File: src/rtl/softmax_vec_buffer_ctrl_pkg.sv
// Shared definitions for the softmax vector buffer controller and its skid buffer.
package softmax_vec_buffer_ctrl_pkg;

  localparam int DATA_WIDTH_DEF  = 32;
  localparam int ADDR_WIDTH_DEF  = 10;
  localparam int TOTAL_WORDS_DEF = 1024;

  localparam logic [DATA_WIDTH_DEF-1:0] MOST_NEG_DEF = {1'b1, {(DATA_WIDTH_DEF-1){1'b0}}};

  typedef enum logic [0:0] {
    ST_FILL  = 1'b0,
    ST_DRAIN = 1'b1
  } state_t;

endpackage

File: src/rtl/softmax_skid_buf.sv
// Two-entry valid/ready buffer; the head entry is a register and drives the
// output directly, so the output stays stable while the consumer stalls.
module softmax_skid_buf #(
  parameter int WIDTH = 33
) (
  input  logic             clock,
  input  logic             reset,
  input  logic             clear,
  input  logic             push_valid,
  input  logic [WIDTH-1:0] push_data,
  output logic             pop_valid,
  input  logic             pop_ready,
  output logic [WIDTH-1:0] pop_data,
  output logic [1:0]       count
);

  logic [WIDTH-1:0] head;
  logic [WIDTH-1:0] tail;
  logic             pop;

  assign pop       = pop_valid && pop_ready;
  assign pop_valid = (count != 2'd0);
  assign pop_data  = head;

  // Storage and occupancy update; head always holds the oldest entry.
  always_ff @(posedge clock or posedge reset) begin
    if (reset) begin
      head  <= '0;
      tail  <= '0;
      count <= 2'd0;
    end else if (clear) begin
      count <= 2'd0;
    end else begin
      case ({push_valid, pop})
        2'b10: begin
          if (count == 2'd0) head <= push_data;
          else               tail <= push_data;
          count <= count + 2'd1;
        end
        2'b01: begin
          if (count == 2'd2) head <= tail;
          count <= count - 2'd1;
        end
        2'b11: begin
          if (count == 2'd1) begin
            head <= push_data;
          end else begin
            head <= tail;
            tail <= push_data;
          end
        end
        default: begin
        end
      endcase
    end
  end

endmodule

File: src/rtl/softmax_vec_buffer_ctrl.sv
// Softmax vector front-end: captures a streamed vector into single-port RAM while
// tracking its signed max, then replays it in order through a 2-entry skid buffer.
module softmax_vec_buffer_ctrl
  import softmax_vec_buffer_ctrl_pkg::*;
#(
  parameter int DATA_WIDTH  = DATA_WIDTH_DEF,
  parameter int ADDR_WIDTH  = ADDR_WIDTH_DEF,
  parameter int TOTAL_WORDS = TOTAL_WORDS_DEF
) (
  input  logic                  clock,
  input  logic                  reset,
  input  logic                  in_valid,
  output logic                  in_ready,
  input  logic [DATA_WIDTH-1:0] in_data,
  input  logic                  in_last,
  output logic                  out_valid,
  input  logic                  out_ready,
  output logic [DATA_WIDTH-1:0] out_data,
  output logic                  out_last,
  output logic [DATA_WIDTH-1:0] max_value,
  output logic [ADDR_WIDTH:0]   vec_len,
  output logic                  overflow,
  output logic                  ram_enable,
  output logic                  write_enable,
  output logic [ADDR_WIDTH-1:0] address,
  output logic [DATA_WIDTH-1:0] ram_wdata,
  input  logic [DATA_WIDTH-1:0] ram_rdata
);

  localparam int                  CW        = ADDR_WIDTH + 1;
  localparam logic [CW-1:0]       LAST_SLOT = CW'(TOTAL_WORDS - 1);
  localparam logic [DATA_WIDTH-1:0] MOST_NEG = {1'b1, {(DATA_WIDTH-1){1'b0}}};

  state_t                state;
  state_t                next_state;
  logic                  armed;
  logic [CW-1:0]         wr_ptr;
  logic [CW-1:0]         rd_ptr;
  logic [ADDR_WIDTH-1:0] addr_hold;
  logic                  inflight;
  logic                  inflight_last;
  logic                  accept;
  logic                  issue;
  logic                  pop;
  logic                  fill_done;
  logic                  drain_done;
  logic [1:0]            buf_count;
  logic [2:0]            occupancy;
  logic [2:0]            credit_limit;
  logic [DATA_WIDTH:0]   buf_head;

  assign accept       = (state == ST_FILL) && armed && in_valid;
  assign fill_done    = accept && (in_last || (wr_ptr == LAST_SLOT));
  assign pop          = out_valid && out_ready;
  assign drain_done   = pop && out_last;
  // Reads already issued or buffered must never exceed the two skid slots.
  assign occupancy    = {1'b0, buf_count} + {2'b00, inflight};
  assign credit_limit = 3'd2 + {2'b00, pop};
  assign issue        = (state == ST_DRAIN) && (rd_ptr < vec_len) && (occupancy < credit_limit);
  assign out_data     = buf_head[DATA_WIDTH-1:0];
  assign out_last     = buf_head[DATA_WIDTH];

  // State register.
  always_ff @(posedge clock or posedge reset) begin
    if (reset) state <= ST_FILL;
    else       state <= next_state;
  end

  // Next-state decode.
  always_comb begin
    next_state = state;
    case (state)
      ST_FILL:  next_state = fill_done  ? ST_DRAIN : ST_FILL;
      ST_DRAIN: next_state = drain_done ? ST_FILL  : ST_DRAIN;
      default:  next_state = ST_FILL;
    endcase
  end

  // RAM port and input handshake decode.
  always_comb begin
    in_ready     = 1'b0;
    ram_enable   = 1'b0;
    write_enable = 1'b0;
    address      = addr_hold;
    ram_wdata    = in_data;
    case (state)
      ST_FILL: begin
        in_ready = armed;
        if (accept) begin
          ram_enable   = 1'b1;
          write_enable = 1'b1;
          address      = wr_ptr[ADDR_WIDTH-1:0];
        end else begin
          ram_enable = 1'b0;
        end
      end
      ST_DRAIN: begin
        if (issue) begin
          ram_enable = 1'b1;
          address    = rd_ptr[ADDR_WIDTH-1:0];
        end else begin
          ram_enable = 1'b0;
        end
      end
      default: begin
        in_ready = 1'b0;
      end
    endcase
  end

  // Pointers, running max, length, overflow flag and read-in-flight tracking.
  always_ff @(posedge clock or posedge reset) begin
    if (reset) begin
      armed         <= 1'b0;
      wr_ptr        <= '0;
      rd_ptr        <= '0;
      addr_hold     <= '0;
      inflight      <= 1'b0;
      inflight_last <= 1'b0;
      max_value     <= MOST_NEG;
      vec_len       <= '0;
      overflow      <= 1'b0;
    end else begin
      armed    <= 1'b1;
      inflight <= issue;
      if (ram_enable) addr_hold <= address;
      if (accept) begin
        wr_ptr  <= wr_ptr + CW'(1);
        vec_len <= wr_ptr + CW'(1);
        if ((wr_ptr == '0) || ($signed(in_data) > $signed(max_value))) max_value <= in_data;
        if ((wr_ptr == LAST_SLOT) && !in_last) overflow <= 1'b1;
        else if (wr_ptr == '0)                 overflow <= 1'b0;
      end
      if (issue) begin
        rd_ptr        <= rd_ptr + CW'(1);
        inflight_last <= (rd_ptr == (vec_len - CW'(1)));
      end
      if (drain_done) begin
        wr_ptr   <= '0;
        rd_ptr   <= '0;
        inflight <= 1'b0;
      end
    end
  end

  softmax_skid_buf #(
    .WIDTH (DATA_WIDTH + 1)
  ) u_skid (
    .clock      (clock),
    .reset      (reset),
    .clear      (drain_done),
    .push_valid (inflight),
    .push_data  ({inflight_last, ram_rdata}),
    .pop_valid  (out_valid),
    .pop_ready  (out_ready),
    .pop_data   (buf_head),
    .count      (buf_count)
  );

endmodule

File: config.mk
export PLATFORM = sky130hd
export DESIGN_NAME = softmax_vec_buffer_ctrl
export DESIGN_NICKNAME = d
export VERILOG_FILES = /design/src/rtl/softmax_vec_buffer_ctrl_pkg.sv /design/src/rtl/softmax_skid_buf.sv /design/src/rtl/softmax_vec_buffer_ctrl.sv
export SDC_FILE = /design/constraint.sdc
export NUM_CORES = 1
export LEC_CHECK = 0
export ABC_AREA = 1
export ABC_CLOCK_PERIOD_IN_PS = 10200
export BUFFER_PORTS_ARGS = -buffer_cell sky130_fd_sc_hd__buf_4
export CORE_ASPECT_RATIO = 2
export CORE_MARGIN = 4
export CORE_UTILIZATION = 45
export CTS_CLUSTER_SIZE = 8
export DETAILED_ROUTE_END_ITERATION = 10
export GPL_TIMING_DRIVEN = 0
export PLACE_DENSITY = 0.64
export SLEW_MARGIN = 0
export SYNTH_ARGS = -nofsm -noshare
export SYNTH_HDL_FRONTEND = slang
export SYNTH_SLANG_ARGS = --single-unit
File: constraint.sdc
create_clock -name clock -period 10.2 [get_ports clock]
set_input_delay 0.51 -clock clock [delete_from_list [all_inputs] [get_ports clock]]
set_output_delay 0.51 -clock clock [all_outputs]
set_load 0.02 [all_outputs]
==> reports/metrics.cfg <==
[placement]
port_buffers=191
gp_congestion=0.911
dpl.hpwl_mm=18.7
place_area_sq_um=10100

[power]
clockPowerShare_pct=19.8
power.static_leakage_nw=5.38
pwr_density_cell_nw_per_um2=315
power_switching_mw=1.44
intPower_mw=1.94
p_sw_share_pct=42.6
p_seq_share_pct=29.8
irDropWorstVdd_mv=0.172
combinationalPowerShare_pct=50.4

[yosys]
yosysMostFrequentCell=nand2_1
synth.net_count=1104
yosysTopAreaCell=dfrtp_1
synth.area.top_cells=dfrtp_1 (44%), nand2_1 (8.1%), ha_1 (7.8%)
syn_inst=983
yosysSeqAreaShare_pct=44.2
ys_top_cells_by_count=nand2_1 (181), dfrtp_1 (147), a21oi_1 (99)
synth_area_per_cell_sq_um=8.52
synth_top_area_share_pct=43.9
async_flop_share_pct=100
synthesis.area_sq_um=8380
ys_seq_elements=148
synth-main-ff-cell=dfrtp_1
synth_edf_count=0
netlist-cell-type-count=44
ys.warnings.count=0

[clocking]
postCtsSetupBuffers=0
cts_max_path_buffers=2
post_cts_resized=0
clkSlewWorstSetupHoldPaths_ns=0.06
cts_tree=yes
holdBufCountCts=0
cts.htree.levels=4
cts.sink_count=148
clock_latency_ns=0.42
cts_buffers=17
root_buffer=clkbuf_16

[worst_setup_path]
max_stage_delay_ns=0.41
timing.rr.end=max_value[3]
reg2reg_depth=13
crit_chain=inv_1 -> ha_1 -> nand2_1 -> nor2_1 -> a211oi_1 -> o21ai_0 -> nand2_1 -> nand2_2 -> buf_2 -> o21ai_1 -> o2bb2ai_1 -> buf_4
path_class=flip-flop to output port
critPathMaxFanout=10
start_kind=flip-flop
cp.arrival_ns=2.76
cp.required_ns=9.69
r2r-start=max_value[31]
endpoint_kind=output port
cp_slowest_cell=dfrtp_1
ff2ff_setup_slack_ns=7.88
cpMostUsedCell=nand2_1

[die]
io_pins=192
dieArea_sq_um=21000
die_y_um=201
chipWidth_um=104
core_area_sq_um=18300
start_util_pct=45.8
rows=70

[timing]
post-route-period-util_pct=32.0
skew_ns=0.00718
rsz0062_at_grt=no
slew_headroom_pct=55.8
hold_viol=0
slew_violations=0
setup_tns_ns=0
setup_viol=0
min_period_ns=3.27
tightest_slew_ns=0.663
fmax_mhz=306

[detailed_routing]
ant_nets=0
via_count=7456
vias_per_cell=5.24
routed_wl_mm=24.3
drc=0
initialDrtViolationCount=285
firstDrtPassIters=5
wire_per_inst_um=17.1

[grt]
grt_overflow_total=0
grt_max_degree=81
grt_usage_pct=23.4
antenna_found_initial=0
grt_pass1_wl_mm=38.8
grt_pass1_vias=7444

[finish]
fill_cells=1705
final_area_sq_um=10700
areaGrowthSynthToFinish_pct=28.2
drive_above_1_share_pct=27.4
n_antenna_cell=0
finalNetCount=1315

[flow_run]
cap_violations=0

[worst_hold_path]
hold_path.class=input port to asynchronous set/reset pin

[status]
status=complete, no violations

layout make-up:
| class | instances | area [sq um] | area share (%) |
|---|---|---|---|
| repair buffers | 192 | 1460 | 13.6 |
| clock buffers | 22 | 474 | 4.42 |
| plain buffers | 71 | 463 | 4.31 |
| flip-flops and latches | 148 | 3700 | 34.5 |
| multi-input cells | 674 | 3870 | 36.0 |
| clock inverters | 10 | 154 | 1.43 |
| well taps | 216 | 270 | 2.52 |
| inverters | 90 | 343 | 3.19 |
cell families after synthesis:
family | share of synthesized area (%)
other cells | 0.0448
mux | 4.44
flops | 44.2
simple gates | 20.2
compound gates | 11.9
fa+ha+maj | 7.77
buf+inv | 9.56
xor+xnor | 1.84
per-layer routing:
metal	up-vias	GRT usage (%)	routed length, um
met2	210	43.8	13400
met1	3522	24.3	8670
met4	0	12.8	1280
met5	-	0	0
met3	58	3.86	949
li1	3666	-	-
worst max path at each step:
stage	from	endpoint	slack (ns)	depth (start not counted)
after CTS	vec_len[4]	address[7]	6.92	12
after global routing	vec_len[4]	address[3]	6.74	12
after global placement	reset	max_value[23]	3.69	2
after detailed placement	vec_len[4]	address[7]	7.40	12
after floorplan	reset	addr_hold[0]	5.71	1
final	vec_len[2]	address[7]	6.93	12
power groups by stage:
| stage | logic, mW | registers, mW | clock network (mW) |
|---|---|---|---|
| 6_report | 1.71 | 1.01 | 0.670 |
| 5_1_grt | 1.90 | 1.04 | 0.710 |
| 4_1_cts | 1.73 | 1.01 | 0.685 |
| 3_5_place_dp | 1.72 | 1.02 | 0 |
| 3_3_place_gp | 1.70 | 1.01 | 0 |
| 2_1_floorplan | 0.962 | 1.13 | 0 |
critical path, delay by kind of cell (launching register included):
family                   cells  cell delay, ns
AO/OA/AOI/OAI                4            0.79
adder cells (fa/ha/maj)      1            0.32
buffers and inverters        3            0.51
flip-flops                   1            0.41
AND/OR/NAND/NOR              4            0.31
placed cells by master (no fill, tap or decap), types with 8 or more instances in the layout:
master and instances:
a21oi_1 99, clkbuf_1 21, clkbuf_16 17, buf_4 226, o21ai_1 8, mux2_2 32, dfrtp_1 147, buf_2 10
o21ai_0 58, nor2_1 86, ha_1 52, nor3_1 9, o2bb2ai_1 8, inv_1 82, nand3_1 83, nand4_1 9
nand2_1 181, xor2_1 13
through the flow:
stage	util (%)	cells	hold WS, ns	total power [mW]	setup slack, ns
finish	58.7	1423	0.194	3.39	6.93
global placement	55.1	1390	0.466	2.71	3.69
global route	58.7	1423	0.247	3.65	6.74
detailed placement	55.2	1391	0.474	2.74	7.40
floorplan	-	983	0.454	2.10	5.71
CTS	58.7	1423	0.213	3.42	6.92
sequential cells by signal (all words and copies together), names as in the netlist, 2 cells and up:
register and flops:
rd_ptr 11, vec_len 11, addr_hold 10, u_skid.tail 33, u_skid.pop_data 33, u_skid.count 2
wr_ptr 11, max_value 32
Power figures use the tool's default switching activity.
